<file path="src/rtl/definitions.sv">
// definitions: shared opcode enum, instruction word width and loader state type
package definitions;
    localparam int INSTR_W = 9;

    typedef enum logic [3:0] {
        LW, SW, ASSIGN, CLRSC, MOV, JMP, DONE, ADD,
        SUB, BEQ, AND, OR, BGE, BNE, SL, SR
    } op_t;

    typedef enum logic [1:0] {IDLE, LOAD, FINISH, ERROR} ld_state_t;

    function automatic logic op_has_mode(op_t op);
        return op inside {MOV, ADD, SUB, BEQ, AND, OR, BGE, BNE};
    endfunction
endpackage

</file>
<file path="src/rtl/instr_encoder_loader_if.sv">
// instr_encoder_loader_if: valid/ready stream carrying symbolic instruction fields
interface instr_encoder_loader_if;
    logic              in_valid;
    logic              in_ready;
    definitions::op_t  in_op;
    logic              in_mode;
    logic [3:0]        in_operand;

    modport master(output in_valid, in_op, in_mode, in_operand, input in_ready);
    modport slave(input in_valid, in_op, in_mode, in_operand, output in_ready);
endinterface

</file>
<file path="src/rtl/instr_pack.sv">
// instr_pack: combinational packer from instruction fields to the 9-bit machine word
module instr_pack
    import definitions::*;
(
    input  op_t                op,
    input  logic               mode,
    input  logic [3:0]         operand,
    output logic [INSTR_W-1:0] word
);
    // CLRSC and DONE carry no field; zero it so stray inputs never reach memory
    always_comb word = (op == CLRSC || op == DONE) ? {op, 5'b0} : {op, mode, operand};
endmodule

</file>
<file path="src/rtl/instr_encoder_loader.sv">
// instr_encoder_loader: packs streamed instruction fields and writes them to
// consecutive instruction-memory addresses, tracking length and XOR checksum.
module instr_encoder_loader
    import definitions::*;
#(
    parameter int ADDR_W    = 10,
    parameter int DEPTH     = 1024,
    parameter int BASE_ADDR = 0
) (
    input  logic                    Clk,
    input  logic                    Reset_n,
    input  logic                    start,
    instr_encoder_loader_if.slave   bus,
    output logic                    wr_en,
    output logic [ADDR_W-1:0]       wr_addr,
    output logic [INSTR_W-1:0]      wr_data,
    output logic                    busy,
    output logic                    load_done,
    output logic                    err_ovf,
    output logic [ADDR_W:0]         prog_len,
    output logic [INSTR_W-1:0]      checksum
);
    localparam logic [ADDR_W:0] LIMIT = (ADDR_W+1)'(DEPTH);

    ld_state_t          state, state_nx;
    logic               fire, full, restart, ovf;
    logic [INSTR_W-1:0] word;

    instr_pack u_pack (
        .op      (bus.in_op),
        .mode    (bus.in_mode),
        .operand (bus.in_operand),
        .word    (word)
    );

    always_ff @(posedge Clk or negedge Reset_n)
        if (!Reset_n) state <= IDLE;
        else state <= state_nx;

    always_comb begin
        state_nx = state;
        case (state)
            IDLE:    if (start) state_nx = LOAD;
            LOAD:    if (ovf) state_nx = ERROR;
                     else if (fire && bus.in_op == DONE) state_nx = FINISH;
            FINISH:  state_nx = IDLE;
            ERROR:   if (start) state_nx = LOAD;
            default: state_nx = IDLE;
        endcase
    end

    // in_ready looks only at state and length, never at in_valid
    always_comb begin
        full         = prog_len == LIMIT;
        bus.in_ready = state == LOAD && !full;
        busy         = state == LOAD || state == FINISH;
        fire         = bus.in_valid && bus.in_ready;
        ovf          = state == LOAD && bus.in_valid && full;
        restart      = start && (state == IDLE || state == ERROR);
    end

    always_ff @(posedge Clk or negedge Reset_n) begin
        if (!Reset_n) begin
            wr_en     <= 1'b0;
            wr_addr   <= ADDR_W'(BASE_ADDR);
            wr_data   <= '0;
            load_done <= 1'b0;
            err_ovf   <= 1'b0;
            prog_len  <= '0;
            checksum  <= '0;
        end else begin
            wr_en <= fire;
            if (restart) begin
                prog_len  <= '0;
                checksum  <= '0;
                load_done <= 1'b0;
                err_ovf   <= 1'b0;
            end
            if (fire) begin
                wr_addr  <= ADDR_W'(BASE_ADDR) + prog_len[ADDR_W-1:0];
                wr_data  <= word;
                prog_len <= prog_len + 1'b1;
                checksum <= checksum ^ word;
                if (bus.in_op == DONE) load_done <= 1'b1;
            end
            if (ovf) err_ovf <= 1'b1;
        end
    end
endmodule

</file>
<file path="src/flat_wrapper.sv">
// flat-port wrapper written by rule: the top's interface ports become plain ports
module instr_encoder_loader_flat import definitions::*;
#(
    parameter int ADDR_W    = 10,
    parameter int DEPTH     = 1024,
    parameter int BASE_ADDR = 0
)
  (Clk, Reset_n, start, wr_en, wr_addr, wr_data, busy, load_done, err_ovf, prog_len, checksum, bus_in_valid, bus_in_op, bus_in_mode, bus_in_operand, bus_in_ready);
  instr_encoder_loader_if bus_i ();
  input  logic Clk;
  input  logic Reset_n;
  input  logic start;
  output logic wr_en;
  output logic [ADDR_W-1:0] wr_addr;
  output logic [INSTR_W-1:0] wr_data;
  output logic busy;
  output logic load_done;
  output logic err_ovf;
  output logic [ADDR_W:0] prog_len;
  output logic [INSTR_W-1:0] checksum;
  input wire logic [$bits(bus_i.in_valid)-1:0] bus_in_valid;
  input wire logic [$bits(bus_i.in_op)-1:0] bus_in_op;
  input wire logic [$bits(bus_i.in_mode)-1:0] bus_in_mode;
  input wire logic [$bits(bus_i.in_operand)-1:0] bus_in_operand;
  output wire logic [$bits(bus_i.in_ready)-1:0] bus_in_ready;
  assign bus_i.in_valid = bus_in_valid;
  assign bus_i.in_op = bus_in_op;
  assign bus_i.in_mode = bus_in_mode;
  assign bus_i.in_operand = bus_in_operand;
  assign bus_in_ready = bus_i.in_ready;
  instr_encoder_loader #(.ADDR_W(ADDR_W), .DEPTH(DEPTH), .BASE_ADDR(BASE_ADDR)) u_core (.Clk(Clk), .Reset_n(Reset_n), .start(start), .bus(bus_i), .wr_en(wr_en), .wr_addr(wr_addr), .wr_data(wr_data), .busy(busy), .load_done(load_done), .err_ovf(err_ovf), .prog_len(prog_len), .checksum(checksum));
endmodule
</file>
<file path="config.mk">
export PLATFORM = sky130hd
export DESIGN_NAME = instr_encoder_loader_flat
export DESIGN_NICKNAME = d
export VERILOG_FILES = /design/src/rtl/definitions.sv /design/src/rtl/instr_encoder_loader_if.sv /design/src/rtl/instr_pack.sv /design/src/rtl/instr_encoder_loader.sv /design/src/flat_wrapper.sv
export SDC_FILE = /design/constraint.sdc
export NUM_CORES = 1
export LEC_CHECK = 0
export BUFFER_PORTS_ARGS = -buffer_cell sky130_fd_sc_hd__buf_4
export CAP_MARGIN = 40
export CELL_PAD_IN_SITES_DETAIL_PLACEMENT = 1
export CELL_PAD_IN_SITES_GLOBAL_PLACEMENT = 1
export CORE_MARGIN = 10
export CORE_UTILIZATION = 42
export CTS_CLUSTER_SIZE = 16
export DETAILED_ROUTE_END_ITERATION = 7
export PLACE_DENSITY = 0.88
export SKIP_LAST_GASP = 1
export SLEW_MARGIN = 20
export SYNTH_ARGS = -nofsm -noshare
export SYNTH_HDL_FRONTEND = slang
export SYNTH_SLANG_ARGS = --single-unit
</file>
<file path="constraint.sdc">
create_clock -name Clk -period 3.2 [get_ports Clk]
set_clock_uncertainty 0.05 [all_clocks]
set_input_delay 0.8 -clock Clk [delete_from_list [all_inputs] [get_ports Clk]]
set_output_delay 0.8 -clock Clk [all_outputs]
set_load 0.01 [all_outputs]
</file>
* Yosys cells after proc, flatten, opt, wreduce, memory -nomap -nowiden
Index checks and enable logic that the tools add are counted.
** Storage, ports and cells
- Output and inout port bits :: 44
- Input port bits :: 13
- Word-level logic and storage cells :: 47
- Register bits :: 44
** Cells by class
- Reductions and logical operators :: 15
- Muxes and demuxes :: 14
- Bitwise gates (word level) :: 1
- Equality and inequality tests :: 8
- Add/subtract/negate cells :: 1
** Operators with widths (count)
- 11-bit two-way mux :: 2
- 9-bit two-way mux :: 2
- 11-bit by 1-bit adder with 11-bit output, second input constant :: 1
- 11-bit == test, second input constant :: 1
- 9-bit bitwise XOR :: 1
- 1-bit logical AND :: 6
- 2-bit two-way mux :: 3
- 2-bit one-hot mux with 3 select lines :: 1
- 1-bit two-way mux :: 5
- 5-bit two-way mux :: 1
- 2-bit == test, second input constant :: 2
- 4-bit by 2-bit == test with 1-bit output, second input constant :: 1
- 4-bit by 3-bit == test with 1-bit output, second input constant :: 1
- 2-bit nonzero test :: 2
- 1-bit logical OR :: 3
- 3-bit by 1-bit != test with 1-bit output, second input constant :: 1
- 2-bit by 1-bit == test with 1-bit output, second input constant :: 1
- 2-bit logical NOT :: 1
- 2-bit by 1-bit != test with 1-bit output, second input constant :: 1
- 2-bit AND reduction :: 1
- 2-bit OR reduction :: 1
- 1-bit logical NOT :: 1

* Depth between registers and ports, before layout
- Depth after elaboration :: 8
- Mapped depth :: 9
- Mapped depth without buffers :: 7

* Hierarchy
From an unflattened synthesis, not the netlist that was laid out.
** Unflattened totals
- Cells, all modules :: 211
- Area total of the unflattened synthesis :: 2177.1 um^2
** By module, submodules not included
- instr_encoder_loader :: area an instance 2094.5 um^2, seq. area each 1101.1 um^2, cells an instance 200, instances 1
- instr_pack :: area an instance 82.6 um^2, seq. area each 0.0 um^2, cells an instance 11, instances 1

* Least setup slack after synthesis
Ideal clock, no wire load.
- Kind :: register to output
- Start point :: reg u_core.prog_len[0]
- End point :: out bus_in_ready
- Setup slack :: 1.166 ns
- Buffers on the path :: 0
- Stages on the path, launching flop included :: 6
- Data required time :: 2.350 ns
- Arrival :: 1.184 ns
- Cells stage by stage :: dfrtp_1 > inv_1 > ha_1 > nor4b_4 > nand3_1 > and2_1
** On the way
- Cells in the longest elaborated chain, start to end :: 3
** RTL lines
- from (decl) :: RTL line instr_encoder_loader.sv:20 : output logic [ADDR_W:0] prog_len,
- from (signal assigned) :: RTL line instr_encoder_loader.sv:82 : prog_len <= prog_len + 1'b1;
- 11-bit == test :: RTL line instr_encoder_loader.sv:54 : full = prog_len == LIMIT;
- 1-bit logical NOT :: RTL line instr_encoder_loader.sv:55 : bus.in_ready = state == LOAD && !full;
- 1-bit logical AND :: RTL line instr_encoder_loader.sv:55
- to (decl) :: RTL line flat_wrapper.sv:25 : output wire logic [$bits(bus_i.in_ready)-1:0] bus_in_ready;
Every way passes these cells.

* Worst setup path after layout
- Start point :: reg u_core.prog_len[1]
- End point :: out bus_in_ready
Same word-level chain as after synthesis.

==> impl_metrics.py <==
metrics = {
    "run_status": {
        "status": "completed",
    },
    "logic_synthesis": {
        "synth_ff_type": "dfrtp_1",
        "synth_nets": 211,
        "synth_compound_area_share_pct": 13.3,
        "synth_xor_area_share_pct": 0.428,
        "ys_warn_count": 0,
        "avgSynthCellArea_um2": 10.5,
        "synth-seq-area-share_pct": 53.8,
        "ys_ff_latch": 44,
        "synthMuxAreaShare_pct": 5.44,
        "synth_edf_count": 0,
        "synth_top_family_by_area": "simple AND/OR/NAND/NOR gates",
        "synth-async-reset-ratio_pct": 100,
        "synth_fa_ha_area_share_pct": 2.45,
        "synth-simple-area-share_pct": 20.6,
        "yosysUniqueCellTypes": 40,
        "synth_cells": 194,
        "synth_area_um2": 2050,
    },
    "cells_and_area": {
        "antennaDiodeCount": 0,
        "utilization_pct": 55.7,
        "design_area_um2": 2630,
        "register_area_um2": 1100,
        "nNetsFinal": 267,
        "syn2layout_area_growth_pct": 28.6,
        "drive_gt1_share_pct": 28.8,
        "fill_cells": 535,
        "multi_input_area_um2": 863,
    },
    "flow_run": {
        "cap_violations": 0,
    },
    "sta": {
        "setup_viol": 0,
        "worstMarginPinSlew_ps": 603,
        "slew_headroom_pct": 59.7,
        "finalCritPeriodShare_pct": 83.3,
        "grt_setup_unrepaired": "no",
        "finalCriticalPeriod_ps": 2670,
        "fin_setup_tns_ps": 0,
        "max_freq_ghz": 0.375,
        "drv_slew": 0,
        "hold_viol": 0,
    },
    "die": {
        "dieArea_um2": 8060,
        "start_util_pct": 43.3,
        "num_rows": 25,
        "die_y_um": 89.8,
        "io_pins": 57,
        "core_area_um2": 4720,
        "die_w_um": 89.8,
    },
    "global_route": {
        "grt_pass1_vias": 1986,
        "grt-ovfl-total": 0,
        "grt_pass1_wl_um": 9920,
        "antenna_found_initial": 0,
        "grt_max_degree": 45,
        "globalRouteTotalUtil_pct": 14.7,
    },
    "setup_path": {
        "start_kind": "flip-flop",
        "crit_family": "simple AND/OR/NAND/NOR gates",
        "path_cells": "inv_1, ha_1, nor4b_4, nand3_1, and2_1, buf_4",
        "slowest_stage": "dfrtp_1",
        "required_ps": 2350,
        "critical_path.max_stage_delay_ps": 440,
        "cp.buffers_inverters": 2,
        "path_class": "reg -> out",
        "cp_max_fo": 5,
        "arrival_ps": 1820,
        "cp-end-kind": "primary output",
    },
    "clocking": {
        "clk_latency_ps": 300,
        "clock-sinks": 44,
        "clockBufferDepth": 2,
        "tritoncts": "yes",
        "cts_resized": 0,
        "postCtsSetupBuffers": 0,
        "cts_root_buf": "clkbuf_8",
        "cts.clk_slew.worst_paths_ps": 90,
        "cts_buffers": 5,
        "cts_max_level": 2,
        "hold_buffers": 0,
    },
    "route": {
        "ant_nets": 0,
        "wl_per_cell_um": 18.0,
        "drtIter0Drc": 67,
        "wirelength_um": 5700,
        "vias": 1666,
        "vias_per_cell": 5.26,
        "drtPass1Iterations": 4,
        "route.detailed.drc": 0,
    },
    "power_and_ir_drop": {
        "vdd_drop_max_v": 0.000285,
        "p_leak_nw": 1.43,
        "pwr_density_cell_nw_per_um2": 823,
    },
    "worst_hold_path": {
        "hold_class": "in -> async",
    },
    "placement": {
        "dp_hpwl_um": 4120,
        "place.gp.congestion": 0.754,
        "io_buffers": 56,
        "place_area_um2": 2500,
    },
}
## where the power goes
part	internal [mW]	leakage [nW]	switching (mW)
combinational	0.375	0.782	0.487
clock	0.307	0.0642	0.190
sequential	0.700	0.587	0.106
total	1.38	1.43	0.783
## Yosys cell counts, types with 2 or more instances
master | instances | share of area [%]
a221o_1 | 3 | 1.5
nor2b_1 | 2 | 0.61
mux2i_1 | 10 | 4.9
nor2_1 | 3 | 0.55
nor3_1 | 6 | 1.5
inv_1 | 5 | 0.92
nand3_1 | 9 | 2.2
and3_1 | 6 | 1.8
dfrtp_1 | 44 | 54
buf_2 | 3 | 0.73
o21ai_0 | 8 | 2.0
a22o_1 | 5 | 2.1
ha_1 | 4 | 2.4
a211o_1 | 4 | 1.7
and2_1 | 2 | 0.61
o21ai_1 | 8 | 2.0
buf_6 | 3 | 1.7
nand2_1 | 46 | 8.4
clkbuf_1 | 2 | 0.37
## layer usage
metal / track usage (%) / share of wire [%] / vias up
met5: 0 / 0 / -
met4: 5.39 / 1.7 / 0
met3: 4.24 / 5.4 / 9
met2: 23.9 / 45 / 51
met1: 18.0 / 48 / 817
li1: - / - / 789
## cells in the final DEF (no fill, tap or decap), types with 2 or more instances in the layout
cell type,instances
o21ai_1,8
nor2_1,3
and2_1,2
a22o_1,5
o21ai_0,8
nand3_1,9
nand2_1,46
inv_1,5
bufinv_16,2
nor2b_1,2
clkbuf_8,5
mux2i_1,10
a211o_1,4
buf_4,57
nor3_1,6
ha_1,4
a221o_1,3
dfrtp_1,44
and3_1,6
## flip-flops by register name, indices dropped and copies added, names as in the netlist
name / count
u_core.checksum: 9
u_core.wr_en: 1
u_core.prog_len: 11
u_core.wr_data: 9
u_core.state: 2
u_core.wr_addr: 10
u_core.load_done: 1
u_core.err_ovf: 1
## area by class of cell
cell class / instances / share of cell area [%]
repair buffers: 57 / 16.3
well taps: 67 / 3.19
flip-flops and latches: 44 / 41.9
inverters: 6 / 0.951
multi-input cells: 136 / 32.8
clock inverters: 2 / 2.28
clock buffers: 5 / 2.62
## per-stage QoR
step / hold slack (ps) / setup slack (ps) / instances / total power, mW
finish: 428 / 535 / 317 / 2.16
global route: 458 / 449 / 317 / 2.32
CTS: 434 / 521 / 317 / 2.19
detailed placement: 415 / 875 / 310 / 1.69
global placement: 405 / 921 / 310 / 1.64
floorplan: 431 / 1170 / 194 / 1.30
## logic make-up (layout without fill, tap and decap cells)
logic type	Yosys count	after routing
xor+xnor	1	1
flops	44	44
mux	11	11
buf+inv	14	70
compound gates	37	37
fa+ha+maj	4	4
simple gates	83	83
## final timing paths
kind / depth (start not counted) / to / slack [ps] / start
max: 6 / bus_in_ready / 530 / u_core.prog_len[1]
min: 1 / u_core.wr_data[7] / 430 / Reset_n
max reg2reg: 7 / u_core.prog_len[2] / 1050 / u_core.prog_len[1]
min reg2reg: 2 / u_core.wr_data[3] / 430 / u_core.wr_data[3]
max in group asynchronous: 1 / u_core.wr_addr[6] / 2280 / Reset_n
min in group Clk: 2 / u_core.wr_data[3] / 430 / u_core.wr_data[3]
(Power assumes the default switching activity.)
